--- config.mk ---
export PLATFORM = sky130hd
export DESIGN_NAME = inst_encoder_loader_flat
export DESIGN_NICKNAME = d
export VERILOG_FILES = /design/src/rtl/inst_encoder_loader_if.sv /design/src/rtl/inst_encoder_loader.sv /design/src/flat_wrapper.sv
export SDC_FILE = /design/constraint.sdc
export NUM_CORES = 1
export LEC_CHECK = 0
export BUFFER_PORTS_ARGS = -buffer_cell sky130_fd_sc_hd__buf_2
export CORE_MARGIN = 3
export CORE_UTILIZATION = 39
export CTS_CLUSTER_DIAMETER = 50
export CTS_CLUSTER_SIZE = 40
export DETAILED_ROUTE_END_ITERATION = 6
export GPL_TIMING_DRIVEN = 1
export PLACE_DENSITY = 0.72
export SKIP_CTS_REPAIR_TIMING = 1
export SLEW_MARGIN = 20
export SYNTH_ARGS = -nofsm -noshare
export SYNTH_HDL_FRONTEND = slang
export SYNTH_SLANG_ARGS = --single-unit
export TNS_END_PERCENT = 1
--- constraint.sdc ---
create_clock -name clk -period 2.9 [get_ports clk]
set_input_delay 0.145 -clock clk [delete_from_list [all_inputs] [get_ports clk]]
set_output_delay 0.145 -clock clk [all_outputs]
set_load 0.005 [all_outputs]
--- src/rtl/inst_encoder_loader_if.sv ---
// Program-source beat channel and instruction-memory write port of the encoder/loader.
// The master is the program source; the slave is the loader itself.
interface inst_encoder_loader_if #(parameter int ADDR_W = 8);
    logic              start;
    logic [ADDR_W-1:0] baseAddr;
    logic              inValid;
    logic              inReady;
    logic [1:0]        fmt;
    logic [5:0]        op;
    logic [4:0]        rs;
    logic [4:0]        rt;
    logic [4:0]        rd;
    logic [4:0]        shamt;
    logic [5:0]        funct;
    logic [15:0]       imm;
    logic [25:0]       target;
    logic              last;
    logic              memWe;
    logic [ADDR_W-1:0] memAddr;
    logic [31:0]       memWdata;

    modport master (
        output start, baseAddr, inValid, fmt, op, rs, rt, rd, shamt, funct, imm, target, last,
        input  inReady, memWe, memAddr, memWdata
    );

    modport slave (
        input  start, baseAddr, inValid, fmt, op, rs, rt, rd, shamt, funct, imm, target, last,
        output inReady, memWe, memAddr, memWdata
    );
endinterface

--- src/rtl/inst_encoder_loader.sv ---
// Encodes R/I/J instruction fields into MIPS words and writes them sequentially
// into instruction memory, rejecting opcodes the datapath cannot decode.
//
// state  | meaning
// IDLE   | no session, waiting for start
// ACCEPT | ready for the next field beat
// WRITE  | one-cycle memory write of the latched word
// DONE   | last word written, sticky until start
// ERROR  | session aborted, errCode holds the reason
module inst_encoder_loader #(
    parameter int ADDR_W = 8
) (
    input  logic                 clk,
    input  logic                 rst_n,
    inst_encoder_loader_if.slave bus,
    output logic                 busy,
    output logic                 done,
    output logic                 err,
    output logic [1:0]           errCode,
    output logic [ADDR_W:0]      count
);
    typedef enum logic [2:0] {IDLE, ACCEPT, WRITE, DONE, ERROR} stateT;

    stateT             state;
    stateT             stateNext;
    logic [ADDR_W-1:0] ptr;
    logic              lastReg;
    logic              opR;
    logic              opI;
    logic              opJ;
    logic              fmtMatch;
    logic [1:0]        rejectCode;
    logic              handshake;
    logic [31:0]       encoded;

    assign opR = (bus.op == 6'd0);
    assign opJ = (bus.op == 6'd2);
    assign opI = (bus.op inside {6'd4, 6'd8, 6'd9, 6'd10, 6'd12, 6'd13, 6'd14, 6'd35, 6'd43});
    assign fmtMatch = (opR && bus.fmt == 2'd0) || (opI && bus.fmt == 2'd1) || (opJ && bus.fmt == 2'd2);
    assign rejectCode = !(opR || opI || opJ) ? 2'd1 : (fmtMatch ? 2'd0 : 2'd2);
    assign handshake = (state == ACCEPT) && bus.inValid && !bus.start;

    // Write strobe is decoded from state so an async reset removes it at once.
    assign bus.inReady = (state == ACCEPT) && !bus.start;
    assign bus.memWe   = (state == WRITE);
    assign busy        = (state == ACCEPT) || (state == WRITE);
    assign done        = (state == DONE);
    assign err         = (state == ERROR);

    always_comb begin
        encoded = 32'd0;
        unique case (bus.fmt)
            2'd0:    encoded = {bus.op, bus.rs, bus.rt, bus.rd, bus.shamt, bus.funct};
            2'd1:    encoded = {bus.op, bus.rs, bus.rt, bus.imm};
            2'd2:    encoded = {bus.op, bus.target};
            default: encoded = 32'd0;
        endcase
    end

    always_ff @(posedge clk or negedge rst_n) begin
        if (!rst_n) state <= IDLE;
        else        state <= stateNext;
    end

    always_comb begin
        stateNext = state;
        unique case (state)
            IDLE: stateNext = IDLE;
            ACCEPT: begin
                if (handshake) stateNext = (rejectCode == 2'd0) ? WRITE : ERROR;
            end
            WRITE: begin
                if (lastReg)          stateNext = DONE;
                else if (ptr == '1)   stateNext = ERROR;
                else                  stateNext = ACCEPT;
            end
            DONE:    stateNext = DONE;
            ERROR:   stateNext = ERROR;
            default: stateNext = IDLE;
        endcase
        if (bus.start) stateNext = ACCEPT;
    end

    always_ff @(posedge clk or negedge rst_n) begin
        if (!rst_n) begin
            ptr          <= '0;
            lastReg      <= 1'b0;
            count        <= '0;
            errCode      <= 2'd0;
            bus.memAddr  <= '0;
            bus.memWdata <= 32'd0;
        end else if (bus.start) begin
            ptr     <= bus.baseAddr;
            count   <= '0;
            errCode <= 2'd0;
        end else if (handshake) begin
            if (rejectCode != 2'd0) begin
                errCode <= rejectCode;
            end else begin
                bus.memAddr  <= ptr;
                bus.memWdata <= encoded;
                lastReg      <= bus.last;
            end
        end else if (state == WRITE) begin
            count <= count + (ADDR_W + 1)'(1);
            if (!lastReg) begin
                // The top word is still written; the pointer never wraps.
                if (ptr == '1) errCode <= 2'd3;
                else           ptr     <= ptr + ADDR_W'(1);
            end
        end
    end
endmodule
--- src/flat_wrapper.sv ---
// flat-port wrapper written by rule: the top's interface ports become plain ports
module inst_encoder_loader_flat 
#(
    parameter int ADDR_W = 8
)
  (clk, rst_n, busy, done, err, errCode, count, bus_start, bus_baseAddr, bus_inValid, bus_fmt, bus_op, bus_rs, bus_rt, bus_rd, bus_shamt, bus_funct, bus_imm, bus_target, bus_last, bus_inReady, bus_memWe, bus_memAddr, bus_memWdata);
  inst_encoder_loader_if #(.ADDR_W(ADDR_W)) bus_i ();
  input  logic clk;
  input  logic rst_n;
  output logic busy;
  output logic done;
  output logic err;
  output logic [1:0] errCode;
  output logic [ADDR_W:0] count;
  input wire logic [$bits(bus_i.start)-1:0] bus_start;
  input wire logic [$bits(bus_i.baseAddr)-1:0] bus_baseAddr;
  input wire logic [$bits(bus_i.inValid)-1:0] bus_inValid;
  input wire logic [$bits(bus_i.fmt)-1:0] bus_fmt;
  input wire logic [$bits(bus_i.op)-1:0] bus_op;
  input wire logic [$bits(bus_i.rs)-1:0] bus_rs;
  input wire logic [$bits(bus_i.rt)-1:0] bus_rt;
  input wire logic [$bits(bus_i.rd)-1:0] bus_rd;
  input wire logic [$bits(bus_i.shamt)-1:0] bus_shamt;
  input wire logic [$bits(bus_i.funct)-1:0] bus_funct;
  input wire logic [$bits(bus_i.imm)-1:0] bus_imm;
  input wire logic [$bits(bus_i.target)-1:0] bus_target;
  input wire logic [$bits(bus_i.last)-1:0] bus_last;
  output wire logic [$bits(bus_i.inReady)-1:0] bus_inReady;
  output wire logic [$bits(bus_i.memWe)-1:0] bus_memWe;
  output wire logic [$bits(bus_i.memAddr)-1:0] bus_memAddr;
  output wire logic [$bits(bus_i.memWdata)-1:0] bus_memWdata;
  assign bus_i.start = bus_start;
  assign bus_i.baseAddr = bus_baseAddr;
  assign bus_i.inValid = bus_inValid;
  assign bus_i.fmt = bus_fmt;
  assign bus_i.op = bus_op;
  assign bus_i.rs = bus_rs;
  assign bus_i.rt = bus_rt;
  assign bus_i.rd = bus_rd;
  assign bus_i.shamt = bus_shamt;
  assign bus_i.funct = bus_funct;
  assign bus_i.imm = bus_imm;
  assign bus_i.target = bus_target;
  assign bus_i.last = bus_last;
  assign bus_inReady = bus_i.inReady;
  assign bus_memWe = bus_i.memWe;
  assign bus_memAddr = bus_i.memAddr;
  assign bus_memWdata = bus_i.memWdata;
  inst_encoder_loader #(.ADDR_W(ADDR_W)) u_core (.clk(clk), .rst_n(rst_n), .bus(bus_i), .busy(busy), .done(done), .err(err), .errCode(errCode), .count(count));
endmodule
==> results of run 1 <==
==> registers in the layout, indices dropped and copies added, names as in the netlist <==
register and cells:
u_core.bus.memWdata 32, u_core.count 9, u_core.bus.memAddr 8, u_core.ptr 8
u_core.state 3, u_core.errCode 2, u_core.lastReg 1
==> report_power, final <==
part           total, mW  internal [mW]  leakage (nW)  switching [mW]
combinational      0.264          0.133          1.43           0.131
clock              0.744          0.417         0.100           0.327
sequential         0.955          0.917         0.837          0.0371
==> cell type report <==
type	instances	area share, %
sequential	63	35.6
multi-input combinational	242	37.9
clock buffer	12	3.28
clock inverter	4	1.02
timing repair buffer	152	17.7
inverter	18	1.53
tap	105	2.97
==> through the flow <==
stage | instances | util [%] | area, um^2
floorplan | 341 | - | 3420
global placement | 579 | 50.7 | 4230
detailed placement | 579 | 50.7 | 4230
finish | 596 | 53.1 | 4430
CTS | 595 | 52.9 | 4420
global route | 596 | 53.1 | 4430
==> cell usage after synthesis, types with 2 or more instances <==
cell type	instances
a21oi_1	10
and3_1	3
buf_6	4
clkbuf_1	13
dfrtp_1	63
ha_1	2
inv_1	18
mux2_2	36
mux2i_1	23
nand2_1	48
nand2b_1	3
nand3_1	5
nand4_1	4
nor2_1	16
nor2b_1	3
o211ai_1	4
o21ai_0	43
o21bai_1	2
or2_2	3
or3_1	3
or3b_2	3
xnor2_1	3
xor2_1	10
==> kinds of logic after synthesis <==
group | synth area share, %
simple gates | 14.9
compound gates | 11.1
flops | 46.2
mux | 18.9
buf+inv | 4.83
xor+xnor | 3.33
fa+ha+maj | 0.732
==> layer usage <==
layer | routed length (um) | up-vias
met5 | 0 | -
met4 | 126 | 0
met3 | 619 | 12
met2 | 4270 | 97
met1 | 3610 | 1406
li1 | - | 1479
==> cell usage in the layout (no fill, tap or decap), types with 5 or more instances in the layout <==
cell type,Yosys,final
buf_2,0,144
dfrtp_1,63,63
nand2_1,48,48
o21ai_0,43,43
mux2_2,36,36
mux2i_1,23,23
inv_1,18,18
nor2_1,16,16
a21oi_1,10,10
xor2_1,10,10
clkbuf_8,0,10
buf_4,0,7
nand3_1,5,5
==> worst reg2reg max path, stage by stage (launching register included) <==
cell and delay (ps):
dfrtp_1 550, or3b_2 520, nor2_1 240, o211ai_1 210, a211oi_4 210, buf_4 350
mux2_2 400
==> final timing paths <==
kind	slack [ps]	from	cells after the start	end
max	300	u_core.state[0]	6	u_core.bus.memWdata[11]
min	20	bus_baseAddr[3]	3	u_core.ptr[3]
max reg2reg	300	u_core.state[0]	6	u_core.bus.memWdata[11]
min reg2reg	500	u_core.bus.memWdata[3]	1	u_core.bus.memWdata[3]
max in group asynchronous	1620	rst_n	3	u_core.bus.memWdata[1]
min in group asynchronous	360	rst_n	2	u_core.bus.memWdata[5]
==> impl_results.md, run 1 <==
- Crit-path cells: or3b_2 > nor2_1 > o211ai_1 > a211oi_4 > buf_4 > mux2_2
- CTS tree: done
- Top cells by area, synth: dfrtp_1 46%, mux2_2 12%, mux2i_1 6.7%, o21ai_0 6.3%, nand2_1 5.3%
- Seq cells post-synth: 63
- Ports: 145
- Height of the chip: 99.6 um
- CP endpoint kind: register
- CTS clk-pin slew, worst paths: 70 ps
- PnR Total Power: 1.96 mW
- Vias in the first global route: 3028
- Initial antenna violation count: 0
- Slew @ Worst Pin: 631 ps
- Multi-input gate area: 1680 um^2
- Unrepaired setup endpoints after global routing: no
- Setup tns final: 0 ps
- TritonRoute pass-1 iters: 4
- Total number of vias: 2994
- Drt drc: 0
- Clk root buf: clkbuf_8
- DPL Wire Length: 6550 um
- Die area: 9920 um^2
- Final hold violation count: 0
- Post-Syn Area per Cell: 10.0 um^2
- Fraction of layout cells with a size suffix above 1: 43.2%
- Period Utilization, post-route: 89.6%
- Final setup fails: 0
- Core Area: 8340 um^2
- Fmax: 385 MHz
- Antenna Cells: 0
- Number of synthesized flops with an enable pin: 0
- Syn nets: 432
- Fillers: 793
- Max Slew Vio Count: 0
- Worst hold margin: 19.4 ps
- Die X: 99.6 um
- Clk buf depth: 2
- Clock Skews: 9.10 ps
- Synth Warn #: 0
- Pin count of the biggest net entering global routing: 36
- Vias per cell: 5.02
- Yosys top cell by area: dfrtp_1
- Initial Utilization: 41.0%
- Worst setup path category: reg2reg
- Max cap viols: 0
- Count of clock tree sinks: 63
- M2 GR Usage: 30.9%
- Mapped cell area: 3420 um^2
- Top FF cell, synth: dfrtp_1
- Seq/Total Area, Yosys: 46.2%
- Outcome: completed
- Hold/Removal Path Class: in2reg
- Fin crit period: 2600 ps
- Post-synth top area share: 46.2%
- GRT overflow: 0
- DP Worst Slack: 319 ps
- Clock Latency Late Sink: 330 ps
- Port Buf Inserts: 144
- CP max-delay cell: dfrtp_1
- Crit path required time: 3110 ps
- WP buf/inv: 1
- Final ANT Viol Nets: 0
- H-Tree Depth: 3
- Placer Congestion: 0.778
- Met1 Use GR: 21.8%
- # rows: 33
- Crit-path max cell delay: 550 ps
- Total track usage: 18.0%
- CP Launch Type: register
- Worst vdd ir: 0.000161 V
- Wirelength per Cell: 14.5 um
- Number of library cell types mapped by synthesis: 42
- Worst Path Max Fanout: 24
- Ys async rst share: 100%
- Layer with the highest usage: met2
- Arrival @ worst endpoint: 2810 ps
- Slew margin rel.: 57.9%
- Met3 GRT Util: 4.63%
- TritonCTS Buffers: 9
- Register Area: 1580 um^2
- Leak pwr: 2.37 nW
- Final WS setup: 301 ps
- First-pass GRT wire length: 14400 um
- Mapped Cells: 341
- Nets: 577
- Kind of cell adding the most delay to the critical path: simple AND/OR/NAND/NOR gates
- Area grow syn2layout: 29.6%
- WL final: 8620 um
- DRT iter0 DRCs: 79
- PD cells: 443 nW/um^2
Power figures use the tool's default switching activity.
==> run 2: changes to the inputs <==
Settings changed: CAP_MARGIN set to 20, CELL_PAD_IN_SITES_DETAIL_PLACEMENT set to 1, CELL_PAD_IN_SITES_GLOBAL_PLACEMENT set to 2, CORE_UTILIZATION 39 to 28, PLACE_DENSITY 0.72 to 0.85, RECOVER_POWER set to 50.
==> run 2 against run 1 <==
Critical path depth did not move. Combinational power about the same. Highest routed layer unchanged. Total power is 21% higher. Cell area is 3.0% higher. Count of clock-buffer cells in the layout grew 1. Final cell count increased by 6.4%. Largest cell class unchanged. Wire length grew 14%. First-iteration DRC count grew 37%. Sequential power is essentially flat. The flow now finishes with violations (capacitance limit, slew limit). Flip-flop and latch count is the same. Worst hold slack improved by 10 ps.
==> impl_results.md, run 2 (synthesized netlist as in run 1, its figures left out) <==
- Part of the power in registers: 40.2% (-8.4 points)
- Vias in the first global route: 3324 (+9.8%)
- Dpl cell area: 4270 um^2 (+1.1%)
- # rows: 39 (+18%)
- Period Utilization, post-route: 89.6% (about the same)
- Max Slew Vio Count: 33 (+33)
- Worst Path Max Fanout: 24 (unchanged)
- Biggest regs: u_core.bus.memWdata: 32 flops, u_core.count: 9 flops
- Height of the chip: 116 um (+17%)
- Drt drc: 0 (unchanged)
- Slew margin rel.: -16.7% (-75 points)
- Util after Layout: 39.1% (-14 points)
- Post-Layout Cell Count: 634 (+6.4%)
- Clk root buf: clkbuf_16
- Crit path required time: 3100 ps (about the same)
- DPL Wire Length: 7510 um (+15%)
- CP endpoint kind: register
- GRT overflow: 0 (unchanged)
- Share of total power in combinational logic: 11.1% (-2.4 points)
- Count of clock tree sinks: 63 (unchanged)
- Met1 Use GR: 19.0% (-2.8 points)
- Placed Cells: 617 (+6.6%)
- Clock Skews: 9.19 ps (+0.0850 ps)
- Nets: 577 (unchanged)
- Final Instance Area: 4560 um^2 (+3.0%)
- TritonCTS Buffers: 9 (unchanged)
- Switch Pwr: 535 uW (+8.0%)
- Pin count of the biggest net entering global routing: 34 (-5.6%)
- H-Tree Depth: 3 (unchanged)
- Placer Congestion: 0.760 (-2.3%)
- TritonRoute pass-1 iters: 6 (+2)
- Worst hold stages: 3 (unchanged)
- Clock Power Share: 48.7% (+11 points)
- Switch share: 22.5% (-2.7 points)
- Final hold violation count: 0 (unchanged)
- Initial antenna violation count: 0 (unchanged)
- Met3 GRT Util: 3.52% (-1.1 points)
- Leak pwr: 2.27 nW (-4.4%)
- Commonest cells after routing, fill and taps aside: 106 x buf_2, 63 x dfrtp_1, 48 x nand2_1
- PD cells: 522 nW/um^2 (+18%)
- CP max-delay cell: dfrtp_1
- Max cap viols: 1 (+1)
- Arrival @ worst endpoint: 2800 ps (about the same)
- Setup crit start: u_core.state[0]
- M2 GR Usage: 26.4% (-4.6 points)
- Final setup fails: 0 (unchanged)
- Final ANT Viol Nets: 0 (unchanged)
- Failing checks: capacitance limit, slew limit
- WL final: 9870 um (+14%)
- Outcome: finished with violations
- Fin crit period: 2600 ps (+0.545 ps)
- Clk buf depth: 2 (unchanged)
- Clock Latency Late Sink: 320 ps (about the same)
- R2R depth: 6 (unchanged)
- Fillers: 1405 (+77%)
- Most common cell after layout, fill and taps aside: buf_2
- Worst vdd ir: 0.000242 V (+51%)
- Ports: 145 (unchanged)
- Total track usage: 15.2% (-2.8 points)
- Hold Path Origin: bus_baseAddr[6]
- First-pass GRT wire length: 16300 um (+14%)
- CP Launch Type: register
- Die X: 116 um (+17%)
- CTS tree: done
- Core Area: 11700 um^2 (+40%)
- Unrepaired setup endpoints after global routing: no
- Fraction of layout cells with a size suffix above 1: 35.2% (-7.9 points)
- Antenna Cells: 0 (unchanged)
- Initial Utilization: 29.3% (-12 points)
- Hold/Removal Path Class: in2reg
- Slew @ Worst Pin: 1750 ps (+1120 ps)
- Port Buf Inserts: 144 (unchanged)
- Total number of vias: 3033 (+1.3%)
- Worst hold margin: 29.4 ps (+10.0 ps)
- Area grow syn2layout: 33.4%
- Layer with the highest usage: met2
- Crit-path cells: or3b_2 > nor2_1 > o211ai_1 > a211oi_4 > buf_4 > mux2_2
- Worst setup path category: reg2reg
- DRT iter0 DRCs: 108 (+37%)
- CTS clk-pin slew, worst paths: 50 ps (-20 ps)
- R2R Path Start: u_core.state[0]
- Biggest register: u_core.bus.memWdata
- Cell Int Power: 1.84 mW (+26%)
- Fmax: 385 MHz (about the same)
- Die area: 13600 um^2 (+37%)
- Wirelength per Cell: 15.6 um (+7.6%)
- Crit-path max cell delay: 550 ps (about the same)
- Setup tns final: 0 ps (unchanged)
- Largest register FFs: 32 (unchanged)
- Vias per cell: 4.78 (-4.8%)
-- run 2: cell count changes in the layout (fill, tap and decap cells not counted) --
cell       before  now
bufinv_16       1    2
clkinv_2        3    1
buf_4           7    6
clkbuf_8       10    2
clkbuf_1        2   41
buf_2         144  106
clkbuf_16       0    9
-- run 2: worst max-delay path: cells and delay by family, from the launching register on --
kind / cells / cell delay (ps)
buffers and inverters: 1 / 350
multiplexers: 1 / 380
AO/OA/AOI/OAI: 2 / 430
flip-flops: 1 / 550
AND/OR/NAND/NOR: 2 / 750
-- run 2: routing by layer --
layer	share of wire (%)	vias to the layer above	wire [um]
met4	1.1	0	106
li1	-	1467	-
met2	49	87	4810
met5	0	-	0
met3	5.8	9	570
met1	44	1470	4380
-- run 2: per-stage QoR --
step | worst slack [ps] | power (mW)
CTS | 268 | 2.43
detailed placement | 292 | 1.25
finish | 301 | 2.38
global placement | 437 | 1.23
global route | 88.0 | 2.51
floorplan | 763 | 1.09
-- run 2: final cells by class --
type	instances	area [um^2]	share of cell area [%]
Multi-Input combinational cell	242	1680	36.8
Sequential cell	63	1580	34.6
Timing Repair Buffer	152	732	16.1
Clock buffer	13	260	5.71
Tap cell	143	179	3.93
Inverter	18	67.6	1.48
Clock inverter	3	65.1	1.43
-- run 2: path summary, 6_finish.rpt --
kind / end / slack, ps
worst max-delay path: u_core.bus.memWdata[23] / 300
worst min-delay path: u_core.ptr[6] / 30
worst max register to register: u_core.bus.memWdata[23] / 300
worst min register to register: u_core.bus.memWdata[30] / 500
max in group asynchronous: u_core.count[3] / 520
min in group asynchronous: u_core.bus.memWdata[19] / 830
-- run 2: power groups by stage --
stage	clock network, mW	logic [mW]	registers (mW)
finish	1.16	0.265	0.956
floorplan	0	0.130	0.960
CTS	1.19	0.277	0.956
detailed placement	0	0.276	0.971
global route	1.24	0.303	0.963
global placement	0	0.266	0.968
==> run 3: changes to the inputs <==
Settings changed: BUFFER_PORTS_ARGS -buffer_cell sky130_fd_sc_hd__buf_2 to unset, CAP_MARGIN 20 to 10, CORE_UTILIZATION 28 to 37, DONT_BUFFER_PORTS set to 1, PLACE_DENSITY 0.85 to 0.84.
==> run 3 against run 2 <==
Critical endpoint is now u_core.bus.memWdata[12]. Flip-flop and latch count unchanged. Critical path depth is the same. Clock power decreased by 37%. Largest cell class unchanged. The run still ends with capacitance limit, slew limit left.
==> impl_results.md, run 3 (synthesized netlist as in run 1, its figures left out) <==
- Vias per cell: 5.50 (+15%)
- Antenna Cells: 0 (unchanged)
- Routed wl met2: 4560 um (-5.2%)
- Total track usage: 16.7% (+1.5 points)
- Total length of routed met3 wires: 611 um (+7.2%)
- WL final: 8930 um (-9.5%)
- Slew margin rel.: -4.32% (+12 points)
- Setup tns final: 0 ps (unchanged)
- Worst vdd ir: 0.000265 V (+9.4%)
- H-Tree Depth: 3 (unchanged)
- Commonest cells after routing, fill and taps aside: 63 x dfrtp_1, 48 x nand2_1, 43 x o21ai_0
- Fmax: 400 MHz (+3.9%)
- Die X: 102 um (-12%)
- DPL Wire Length: 6300 um (-16%)
- Largest register FFs: 32 (unchanged)
- # rows: 34 (-13%)
- Port Buf Inserts: 0 (-100%)
- Crit-path cells: or3b_2 > nor2_1 > o211ai_1 > a211oi_4 > buf_4 > mux2_2
- Dpl cell area: 3490 um^2 (-18%)
- Worst hold stages: 3 (unchanged)
- Initial antenna violation count: 0 (unchanged)
- Vias in the first global route: 2740 (-18%)
- DRT iter0 DRCs: 53 (-51%)
- Die area: 10400 um^2 (-23%)
- CTS tree: done
- Worst setup path category: reg2reg
- Final ANT Viol Nets: 0 (unchanged)
- Worst Path Max Fanout: 25 (+4.2%)
- Final Instance Area: 3850 um^2 (-16%)
- Fin crit period: 2500 ps (-96.8 ps)
- CP max-delay cell: or3b_2
- CTS clk-pin slew, worst paths: 70 ps (+20 ps)
- Crit-path max cell delay: 510 ps (-40 ps)
- Drt drc: 0 (unchanged)
- Failing checks: capacitance limit, slew limit
- PD cells: 487 nW/um^2 (-6.6%)
- TritonCTS Buffers: 9 (unchanged)
- R2R depth: 6 (unchanged)
- Fillers: 986 (-30%)
- Arrival @ worst endpoint: 2720 ps (-80 ps)
- Worst hold margin: 18.0 ps (-11.5 ps)
- CP endpoint kind: register
- Final WS setup: 397 ps (+96.8 ps)
- TritonRoute pass-1 iters: 4 (-2)
- Max cap viols: 1 (unchanged)
- Multi-input gate area: 1680 um^2 (+0.30%)
- Biggest register: u_core.bus.memWdata
- Clock Skews: 11.5 ps (+2.29 ps)
- Most common cell after layout, fill and taps aside: dfrtp_1
- Clock Latency Late Sink: 330 ps (about the same)
- Slew @ Worst Pin: 1560 ps (-186 ps)
- Wirelength per Cell: 19.1 um (+23%)
- CP Launch Type: register
- Fraction of layout cells with a size suffix above 1: 18.7% (-17 points)
- DP Worst Slack: 391 ps (+99.4 ps)
- Final hold violation count: 0 (unchanged)
- Core Area: 8850 um^2 (-24%)
- Register Area: 1580 um^2 (unchanged)
- Placer Congestion: 0.735 (-3.3%)
- Leak pwr: 1.78 nW (-21%)
- Initial Utilization: 38.6% (+9.3 points)
- Final setup fails: 0 (unchanged)
- Total number of vias: 2569 (-15%)
- Clk root buf: clkbuf_8
- Ports: 145 (unchanged)
- Count of clock tree sinks: 63 (unchanged)
- GRT overflow: 0 (unchanged)
- Crit path required time: 3120 ps (+20 ps)
- Unrepaired setup endpoints after global routing: no
- Nets: 447 (-23%)
- Met1 wire length: 3560 um (-19%)
- Biggest regs: u_core.bus.memWdata: 32 flops, u_core.count: 9 flops
- First-pass GRT wire length: 13700 um (-16%)
- Area grow syn2layout: 12.7%
- Hold/Removal Path Class: in2reg
- Max Slew Vio Count: 64 (+94%)
- Clk buf depth: 2 (unchanged)
- Period Utilization, post-route: 86.3% (-3.3 points)
- Pin count of the biggest net entering global routing: 64 (+88%)
- Height of the chip: 102 um (-12%)
- Outcome: finished with violations
- Top sig layer: met4
==> run 3: path summary, 6_finish.rpt <==
path | end | from | slack (ps)
max | u_core.bus.memWdata[12] | u_core.state[1] | 400
min | u_core.state[1] | bus_start | 20
max reg2reg | u_core.bus.memWdata[12] | u_core.state[1] | 400
min reg2reg | u_core.bus.memAddr[6] | u_core.bus.memAddr[6] | 540
max in group asynchronous | u_core.bus.memWdata[5] | rst_n | 1200
min in group asynchronous | u_core.bus.memWdata[24] | rst_n | 770
==> run 3: area by class of cell <==
cell class	count	area share [%]
clock buffers	10	3.58
repair buffers	22	5.27
clock inverters	4	1.24
multi-input cells	242	43.7
well taps	108	3.51
flip-flops and latches	63	41.0
inverters	18	1.76
==> run 3: metal layers <==
metal | up-vias | GRT usage, %
met4 | 0 | 6.86
li1 | 1209 | -
met2 | 81 | 28.4
met3 | 13 | 5.60
met1 | 1266 | 19.3
met5 | - | 0
==> run 3: per-stage QoR <==
step / std cells / power (mW) / utilization, %
after global routing: 467 / 1.98 / 43.5
after detailed placement: 436 / 1.12 / 39.5
after CTS: 450 / 1.87 / 41.6
after floorplan: 341 / 1.09 / -
after global placement: 436 / 1.11 / 39.5
final: 467 / 1.88 / 43.5
==> run 3: where the power goes <==
| group | switching, mW | leakage, nW | internal [mW] |
|---|---|---|---|
| Sequential | 0.0405 | 0.837 | 0.918 |
| Clock | 0.328 | 0.0940 | 0.408 |
| Combinational | 0.0941 | 0.853 | 0.0882 |
| Total | 0.462 | 1.78 | 1.41 |
==> run 3: worst max-delay path, delay by kind of cell (launching register included) <==
kind            cells  cell delay [ps]
mux                 1              380
compound gates      2              430
simple gates        2              740
flops               1              480
buf+inv             1              350
